`config.mk`:
```
export PLATFORM = sky130hd
export DESIGN_NAME = id_operand_unit
export DESIGN_NICKNAME = d
export VERILOG_FILES = /design/src/rtl/id_operand_unit_pkg.sv /design/src/rtl/id_load_scoreboard.sv /design/src/rtl/id_operand_unit.sv
export SDC_FILE = /design/constraint.sdc
export NUM_CORES = 1
export LEC_CHECK = 0
export BUFFER_PORTS_ARGS = -buffer_cell sky130_fd_sc_hd__clkbuf_2
export CORE_UTILIZATION = 45
export DETAILED_ROUTE_END_ITERATION = 10
export PLACE_DENSITY_LB_ADDON = 0.12
export SLEW_MARGIN = 20
export SYNTH_ARGS = -nofsm -noshare
export SYNTH_HDL_FRONTEND = slang
export SYNTH_HIERARCHICAL = 1
export SYNTH_SLANG_ARGS = --single-unit
```
`constraint.sdc`:
```
create_clock -name clk -period 2.31 [get_ports clk]
set_input_delay 0.1155 -clock clk [delete_from_list [all_inputs] [get_ports clk]]
set_output_delay 0.1155 -clock clk [all_outputs]
set_load 0.05 [all_outputs]
```
`src/rtl/id_operand_unit_pkg.sv`:
```
// id_operand_unit_pkg: shared widths and bus layouts for the ID operand path.
package id_operand_unit_pkg;
    localparam int NUM_RD_DEF  = 2;
    localparam int NUM_FWD_DEF = 3;
    localparam int REG_AW      = 5;
    localparam int SB_CNT_W    = 3;
    typedef struct packed {
        logic        valid;
        logic [31:0] pc;
    } if_to_id_t;
    localparam int IF_TO_ID_W = $bits(if_to_id_t);
    // Forward bus field layout, MSB first: {we, waddr[4:0], wdata}
    function automatic int fwd_bus_w(int data_w);
        return 1 + REG_AW + data_w;
    endfunction
endpackage

```
`src/rtl/id_load_scoreboard.sv`:
```
// id_load_scoreboard: per-register load-latency counters with per-port busy lookup.
module id_load_scoreboard
    import id_operand_unit_pkg::*;
#(
    parameter int NUM_RD   = NUM_RD_DEF,
    parameter int LOAD_LAT = 2
) (
    input  logic                     clk,
    input  logic                     resetn,
    input  logic                     id_hold,
    input  logic                     issue_load,
    input  logic [REG_AW-1:0]        issue_waddr,
    input  logic [NUM_RD*REG_AW-1:0] raddr,
    output logic [NUM_RD-1:0]        busy
);
    logic [31:0][SB_CNT_W-1:0] cnt;
    always_ff @(posedge clk or negedge resetn) begin
        if (!resetn) begin
            cnt <= '0;
        end else begin
            for (int i = 1; i < 32; i++)
                cnt[i] <= (issue_load && !id_hold && issue_waddr == REG_AW'(i)) ? SB_CNT_W'(LOAD_LAT)
                                                                                 : cnt[i] - SB_CNT_W'(cnt[i] != '0);
        end
    end
    always_comb begin
        busy = '0;
        for (int p = 0; p < NUM_RD; p++)
            busy[p] = cnt[raddr[p*REG_AW +: REG_AW]] != '0;
    end
endmodule

```
`src/rtl/id_operand_unit.sv`:
```
// id_operand_unit: IF->ID register, SRAM replay, operand forwarding and load-use stall.
// Optional stall counters are built when ID_STALL_PERF_EN is defined.
module id_operand_unit
    import id_operand_unit_pkg::*;
#(
    parameter int NUM_RD   = NUM_RD_DEF,
    parameter int NUM_FWD  = NUM_FWD_DEF,
    parameter int LOAD_LAT = 2,
    parameter int DATA_W   = 32
) (
    input  logic                      clk,
    input  logic                      resetn,
    input  logic                      id_hold,
    input  logic                      id_bubble,
    input  logic                      if_valid,
    input  logic [31:0]               if_pc,
    input  logic [31:0]               inst_sram_rdata,
    input  logic [NUM_RD*REG_AW-1:0]  raddr,
    input  logic [NUM_RD-1:0]         rd_used,
    input  logic [NUM_RD*DATA_W-1:0]  rf_rdata,
    input  logic [NUM_FWD-1:0]        fwd_we,
    input  logic [NUM_FWD*REG_AW-1:0] fwd_waddr,
    input  logic [NUM_FWD*DATA_W-1:0] fwd_wdata,
    input  logic                      issue_load,
    input  logic [REG_AW-1:0]         issue_waddr,
    output logic                      id_valid,
    output logic [31:0]               id_pc,
    output logic [31:0]               id_inst,
    output logic [NUM_RD*DATA_W-1:0]  opnd_data,
    output logic                      stallreq
`ifdef ID_STALL_PERF_EN
    ,
    output logic [31:0]               stall_cycles,
    output logic [31:0]               load_stalls
`endif
);
    localparam int FW = fwd_bus_w(DATA_W);
    if_to_id_t                 id_q;
    logic [IF_TO_ID_W-1:0]     if_bus;
    logic                      buf_full;
    logic [31:0]               buf_inst;
    logic [NUM_RD-1:0]         busy;
    logic [FW-1:0]             fwd_bus [NUM_FWD];
    assign if_bus = {if_valid, if_pc};
    // The SRAM word is only valid for one cycle, so it is captured when a hold begins
    always_ff @(posedge clk or negedge resetn) begin
        if (!resetn) begin
            id_q     <= '0;
            buf_full <= 1'b0;
            buf_inst <= '0;
        end else begin
            if (!id_hold) id_q <= id_bubble ? '0 : if_to_id_t'(if_bus);
            if (id_hold && !buf_full) buf_inst <= inst_sram_rdata;
            buf_full <= id_hold;
        end
    end
    assign id_valid = id_q.valid;
    assign id_pc    = id_q.pc;
    assign id_inst  = !id_q.valid ? '0 : buf_full ? buf_inst : inst_sram_rdata;
    for (genvar f = 0; f < NUM_FWD; f++) begin : g_fwd
        assign fwd_bus[f] = {fwd_we[f], fwd_waddr[f*REG_AW +: REG_AW], fwd_wdata[f*DATA_W +: DATA_W]};
    end
    // Scan oldest to youngest so the youngest matching source lands last
    always_comb begin
        opnd_data = rf_rdata;
        for (int p = 0; p < NUM_RD; p++) begin
            for (int f = NUM_FWD - 1; f >= 0; f--)
                if (fwd_bus[f][FW-1] && fwd_bus[f][DATA_W +: REG_AW] == raddr[p*REG_AW +: REG_AW])
                    opnd_data[p*DATA_W +: DATA_W] = fwd_bus[f][DATA_W-1:0];
            if (raddr[p*REG_AW +: REG_AW] == '0) opnd_data[p*DATA_W +: DATA_W] = '0;
        end
    end
    id_load_scoreboard #(.NUM_RD(NUM_RD), .LOAD_LAT(LOAD_LAT)) u_sb (
        .clk        (clk),
        .resetn     (resetn),
        .id_hold    (id_hold),
        .issue_load (issue_load),
        .issue_waddr(issue_waddr),
        .raddr      (raddr),
        .busy       (busy)
    );
    assign stallreq = id_q.valid && |(busy & rd_used);
`ifdef ID_STALL_PERF_EN
    logic stall_q;
    always_ff @(posedge clk or negedge resetn) begin
        if (!resetn) begin
            stall_q      <= 1'b0;
            stall_cycles <= '0;
            load_stalls  <= '0;
        end else begin
            stall_q <= stallreq;
            if (stallreq && !(&stall_cycles)) stall_cycles <= stall_cycles + 32'd1;
            if (stallreq && !stall_q && !(&load_stalls)) load_stalls <= load_stalls + 32'd1;
        end
    end
`endif
endmodule

```
## After elaboration in Yosys (flattened, before gate mapping)

Index checks and enable logic that the tools add are counted.

- Bits in registers: 159
- Bits in latches: 0
- Memory bits (writable): 0
- Memory bits (read-only): 0
- Bits of input ports: 265
- Output and inout port bits: 130
- Word-level logic and storage cells: 230
- Memories: 0

- Add/subtract/negate cells: 31
- Multipliers: 0
- Div/mod/pow operators: 0
- $lt $le $gt $ge: 2
- Equal/unequal tests: 37
- Shift-type cells: 0
- Multiplexer cells: 46
- Bitwise operators: 1
- Reduce and logical (&&, ||, !) cells: 78

Operators with widths:

| kind | count |
|---|---|
| two-way mux 32 bit | 10 |
| two-way mux 3 bit | 33 |
| nonzero test 3 bit | 33 |
| subtractor 3 x 1 -> 3 bit | 31 |
| equality test 5 bit (second input constant) | 16 |
| equality test 5 x 4 -> 1 bit (second input constant) | 8 |
| logical AND 1 bit | 40 |
| two-way mux 33 bit | 1 |
| binary-select mux 3 bit (select 5 bit) | 2 |
| equality test 5 bit | 6 |
| equality test 5 x 3 -> 1 bit (second input constant) | 4 |
| < comparator 5 x 6 -> 1 bit (second input constant) | 2 |
| equality test 5 x 2 -> 1 bit (second input constant) | 2 |
| zero test 5 bit | 2 |
| equality test 5 x 1 -> 1 bit (second input constant) | 1 |
| AND 2 bit | 1 |
| zero test 1 bit | 2 |
| OR reduction 2 bit | 1 |

## Longest topological paths before layout

- Word-level depth: 6
- Depth in mapped cells: 10
- Gate-level depth less buffers: 8

## By module

Netlist, hierarchy kept.

By module, submodules not included:

| module | instances | cells an instance | area each (µm²) | sequential area each (µm²) |
|---|---|---|---|---|
| id_operand_unit | 1 | 677 | 5556.6 | 1651.6 |
| id_load_scoreboard | 1 | 558 | 5470.2 | 2327.2 |

## Worst setup path after synthesis

OpenSTA, ideal clock, no wires.

- Kind: reg2out
- Start point: register u_sb/cnt[3] (netlist bit)
- End point: output port stallreq
- Arrival time: 2.039 ns
- Required time: 2.194 ns
- Slack: 0.156 ns
- Cell stages (with the launch flop): 8
- Path through: dfrtp_1 nor3_1 a31o_2 mux4_2 o211ai_1 o211a_1 a22oi_1 nor2b_1

- Cells in the longest elaborated chain, start to end: 6

RTL lines:

| item | line | text |
|---|---|---|
| start: declaration | id_load_scoreboard.sv:16 | `logic [31:0][SB_CNT_W-1:0] cnt;` |
| start signal: indexed assignment | id_load_scoreboard.sv:22 | `cnt[i] <= (issue_load && !id_hold && issue_waddr == REG_AW'(i)) ? SB_CNT_W'(LOAD_LAT)` |
| binary-select mux 3 bit (select 5 bit) | id_load_scoreboard.sv:29 | `busy[p] = cnt[raddr[p*REG_AW +: REG_AW]] != '0;` |
| two-way mux 3 bit (not written as such) | id_load_scoreboard.sv:29 |  |
| nonzero test 3 bit | id_load_scoreboard.sv:29 |  |
| net busy[1] | id_operand_unit.sv:42 | `logic [NUM_RD-1:0] busy;` |
| AND 2 bit | id_operand_unit.sv:82 | `assign stallreq = id_q.valid && \|(busy & rd_used);` |
| OR reduction 2 bit | id_operand_unit.sv:82 |  |
| logical AND 1 bit | id_operand_unit.sv:82 |  |
| end: declaration | id_operand_unit.sv:30 | `output logic stallreq` |

The timed path passes the listed nets, and every way through them passes these cells. The select of a mux whose other input is x is not followed.

## Final worst setup path

- Start point: register u_sb/cnt[44] (netlist bit)
- End point: output port stallreq

Same word-level chain as after synthesis.

==> run_results.csv <==
group,metric,value,unit
yosys,synth.most_common_cell,"dfrtp_1",
run,drv_cap,0,
critical_path,critPathLaunchType,"flip-flop",
timing,fin_skew,0.0146,ns
yosys,async_flop_share,100,%
timing,slew_viol_final,0,
timing,slew_headroom,61.2,%
critical_path,crit_type,"flip-flop to output pin",
critical_path,crit_family,"simple AND/OR/NAND/NOR gates",
placed_design,pre_cts_ws,-0.0545,ns
critical_path,path_buf_inv,1,
critical_path,cp_data_required_time,2.19,ns
global_routing,grt_pass1_vias,10900,
clock_network,clock-root-buffer,"clkbuf_16",
run_status,status,"finished with violations",
floorplanning,rows,56,
critical_path,worstRegToRegCells,5,
detailed_routing,vias,11400,
global_routing,grt_pass1_wl,57900,um
critical_path,crit_cells,8,
critical_path,critPathMaxFanout,3,
timing,finalCritPeriodShare,111,%
finish,drive_gt1_share,33.1,%
worst_hold_path,hp-class,"input port to flip-flop",
global_routing,gr-usage-all-layers,30.1,%
clock_network,clockBufferDepth,2,
timing,max_freq,389,MHz
detailed_routing,dr.pass1.iters,6,
timing,finalHoldViolCount,0,
placed_design,place.gp.congestion,0.906,
clock_network,clock_latency,0.44,ns
floorplanning,design.die.area,25100,um^2
yosys,synth_area_leaders,"dfrtp_1 (36%), ha_1 (7.0%), o21ai_0 (5.5%)",
run_status,violations,"setup timing",
worst_hold_path,hp-start,"issue_waddr[1]",
critical_path,path_cells,"or3_4 > mux4_2 > nand2_1 > a22oi_1 > o211a_1 > a22oi_2 > nor2b_2 > buf_12",
yosys,yosysTopAreaCellShare,36.1,%
timing,worst_pin_slew,0.580,ns
detailed_routing,viasPerCell,5.65,
yosys,ys_ff_latch,159,
yosys,synth-main-ff-cell,"dfrtp_1",
clock_network,cts_max_level,4,
yosys,syn_inst,1235,
floorplanning,ios,395,
floorplanning,dieWidth,159,um
yosys,synth_area_leader_cell,"dfrtp_1",
global_routing,grt_antenna_before_repair,3,
global_routing,grt_max_degree,68,
placed_design,hpwl,28100,um
critical_path,reg2reg_from,"u_sb/cnt[24]$_DFF_PN0_",
detailed_routing,ant_nets,0,
yosys,yosysUniqueCellTypes,56,
pwr,power_leakage,0.00715,uW
timing,rsz0062_at_grt,"true",
finish,nets,2007,
yosys,yosysSeqAreaShare,36.1,%
pwr,vdd_ir_drop_max,0.000625,V
critical_path,worstSetupStartpoint,"u_sb/cnt[44]$_DFF_PN0_",
finish,syn2layout_area_growth,37.5,%
placed_design,place.port_buffers,394,
floorplanning,die_y,159,um
yosys,ys_warn_count,12,
timing,setup_viol,1,
yosys,syn_avg_cell_area,8.93,um^2
finish,final_cell_count_no_fill,2017,
yosys,synth_common_cells,"dfrtp_1 (159), o21ai_0 (121), nor2_1 (108), nand2_1 (83), nand2b_1 (80)",
yosys,syn_area,11000,um^2
global_routing,grt_overflow,0,
critical_path,slowest_delay,0.47,ns
detailed_routing,drt_iter0_drc,1093,
pwr,powerDensity,864,nW/um^2
floorplanning,fp.coreArea,23800,um^2
timing,setup_ws,-0.263,ns
clock_network,cts_buffers,17,
clock_network,cts_tree,"built",
detailed_routing,totalWireLength,38900,um
yosys,syn_nets,1562,
clock_network,clkTransAtPathRegs,0.06,ns
worst_hold_path,hold_depth,3,
timing,fin_crit,2.57,ns
critical_path,end_kind,"output pin",
floorplanning,start_util,46.4,%
yosys,synth-edff-count,0,
detailed_routing,drc,0,
clock_network,cts.sink_count,159,
placed_design,placedCellCount,1905,
critical_path,cp_slowest_cell,"mux4_2",
critical_path,crit_arrival,2.46,ns
detailed_routing,wl_per_cell,19.3,um
[tightest hold or removal path, cell delays in order]
cell and delay (ns):
clkbuf_2 0.16, nor3_1 0.09, nor2_1 0.08
[final timing paths]
kind / endpoint / slack, ns
min in group asynchronous: u_sb/cnt[58]$_DFF_PN0_ / 0.16
min reg2reg: id_pc[16]$_DFFE_PN0N_ / 0.48
min: u_sb/cnt[36]$_DFF_PN0_ / 0.06
max: stallreq / -0.26
max reg2reg: u_sb/cnt[26]$_DFF_PN0_ / 0.64
max in group asynchronous: u_sb/cnt[24]$_DFF_PN0_ / 1.37
[metrics by stage]
step                power [uW]  instance area, um^2  util (%)  hold WS, ns  TNS, ns
finish                   13100                15200      63.8       0.0620   -0.263
CTS                      13100                15000      63.2       0.0558   -0.301
floorplan                 8400                11000         -       -0.180        0
global placement          9910                13700      57.9       0.0427        0
detailed placement       10100                13700      57.9       0.0478  -0.0545
global route             14200                15200      63.8       0.0903   -0.385
[logic make-up after synthesis]
kind of cell	Yosys count	share of synthesized area (%)
AO/OA/AOI/OAI	320	17.8
XOR/XNOR	61	4.85
adder cells (fa/ha/maj)	62	7.04
buffers and inverters	158	6.68
flip-flops	159	36.1
multiplexers	84	9.41
AND/OR/NAND/NOR	391	18.1
[cell usage in the layout, fill, tap and decap left out, types with 62 or more instances in the layout]
master and count:
dfrtp_1 158, a21oi_1 67, o21ai_0 121, nand2_1 83
ha_1 62, inv_1 68, nor2_1 108, clkbuf_2 366
dlygate4sd3_1 66, o221ai_1 64, nand2b_1 80
[sequential cells by signal (all words and copies together) (netlist names)]
signal	flops
buf_full	1
id_pc	32
buf_inst	32
id_valid	1
u_sb/cnt	93
[layer usage]
layer	GRT usage (%)	part of all wire, %	vias up
li1	-	-	5275
met3	6.97	8.7	117
met4	14.8	3.8	0
met5	0	0	-
met2	49.1	47	633
met1	37.5	40	5364
[timing repair]
item | 4_1_cts | 5_1_grt
pin swaps | 6 | 8
buffers inserted | 1 | 6
hold buffers | 66 | 0
cloned | 0 | 2
resized for setup | 7 | 24
endpoints found under the hold margin | 109 | 0
setup endpoints to repair | 1 | 26
[report_power, final]
part / switching [uW] / internal, uW
Sequential: 790 / 3850
Clock: 1280 / 1470
Combinational: 3110 / 2610
[final cells by class]
cell class / count / area, um^2
Clock inverter: 14 / 134
Clock buffer: 18 / 439
Timing Repair Buffer: 513 / 3510
Tap cell: 319 / 399
Antenna cell: 5 / 12.5
Inverter: 69 / 259
Sequential cell: 159 / 3980
Multi-Input combinational cell: 920 / 6430
Fill cell: 1986 / 8590
Power figures use the tool's default switching activity.
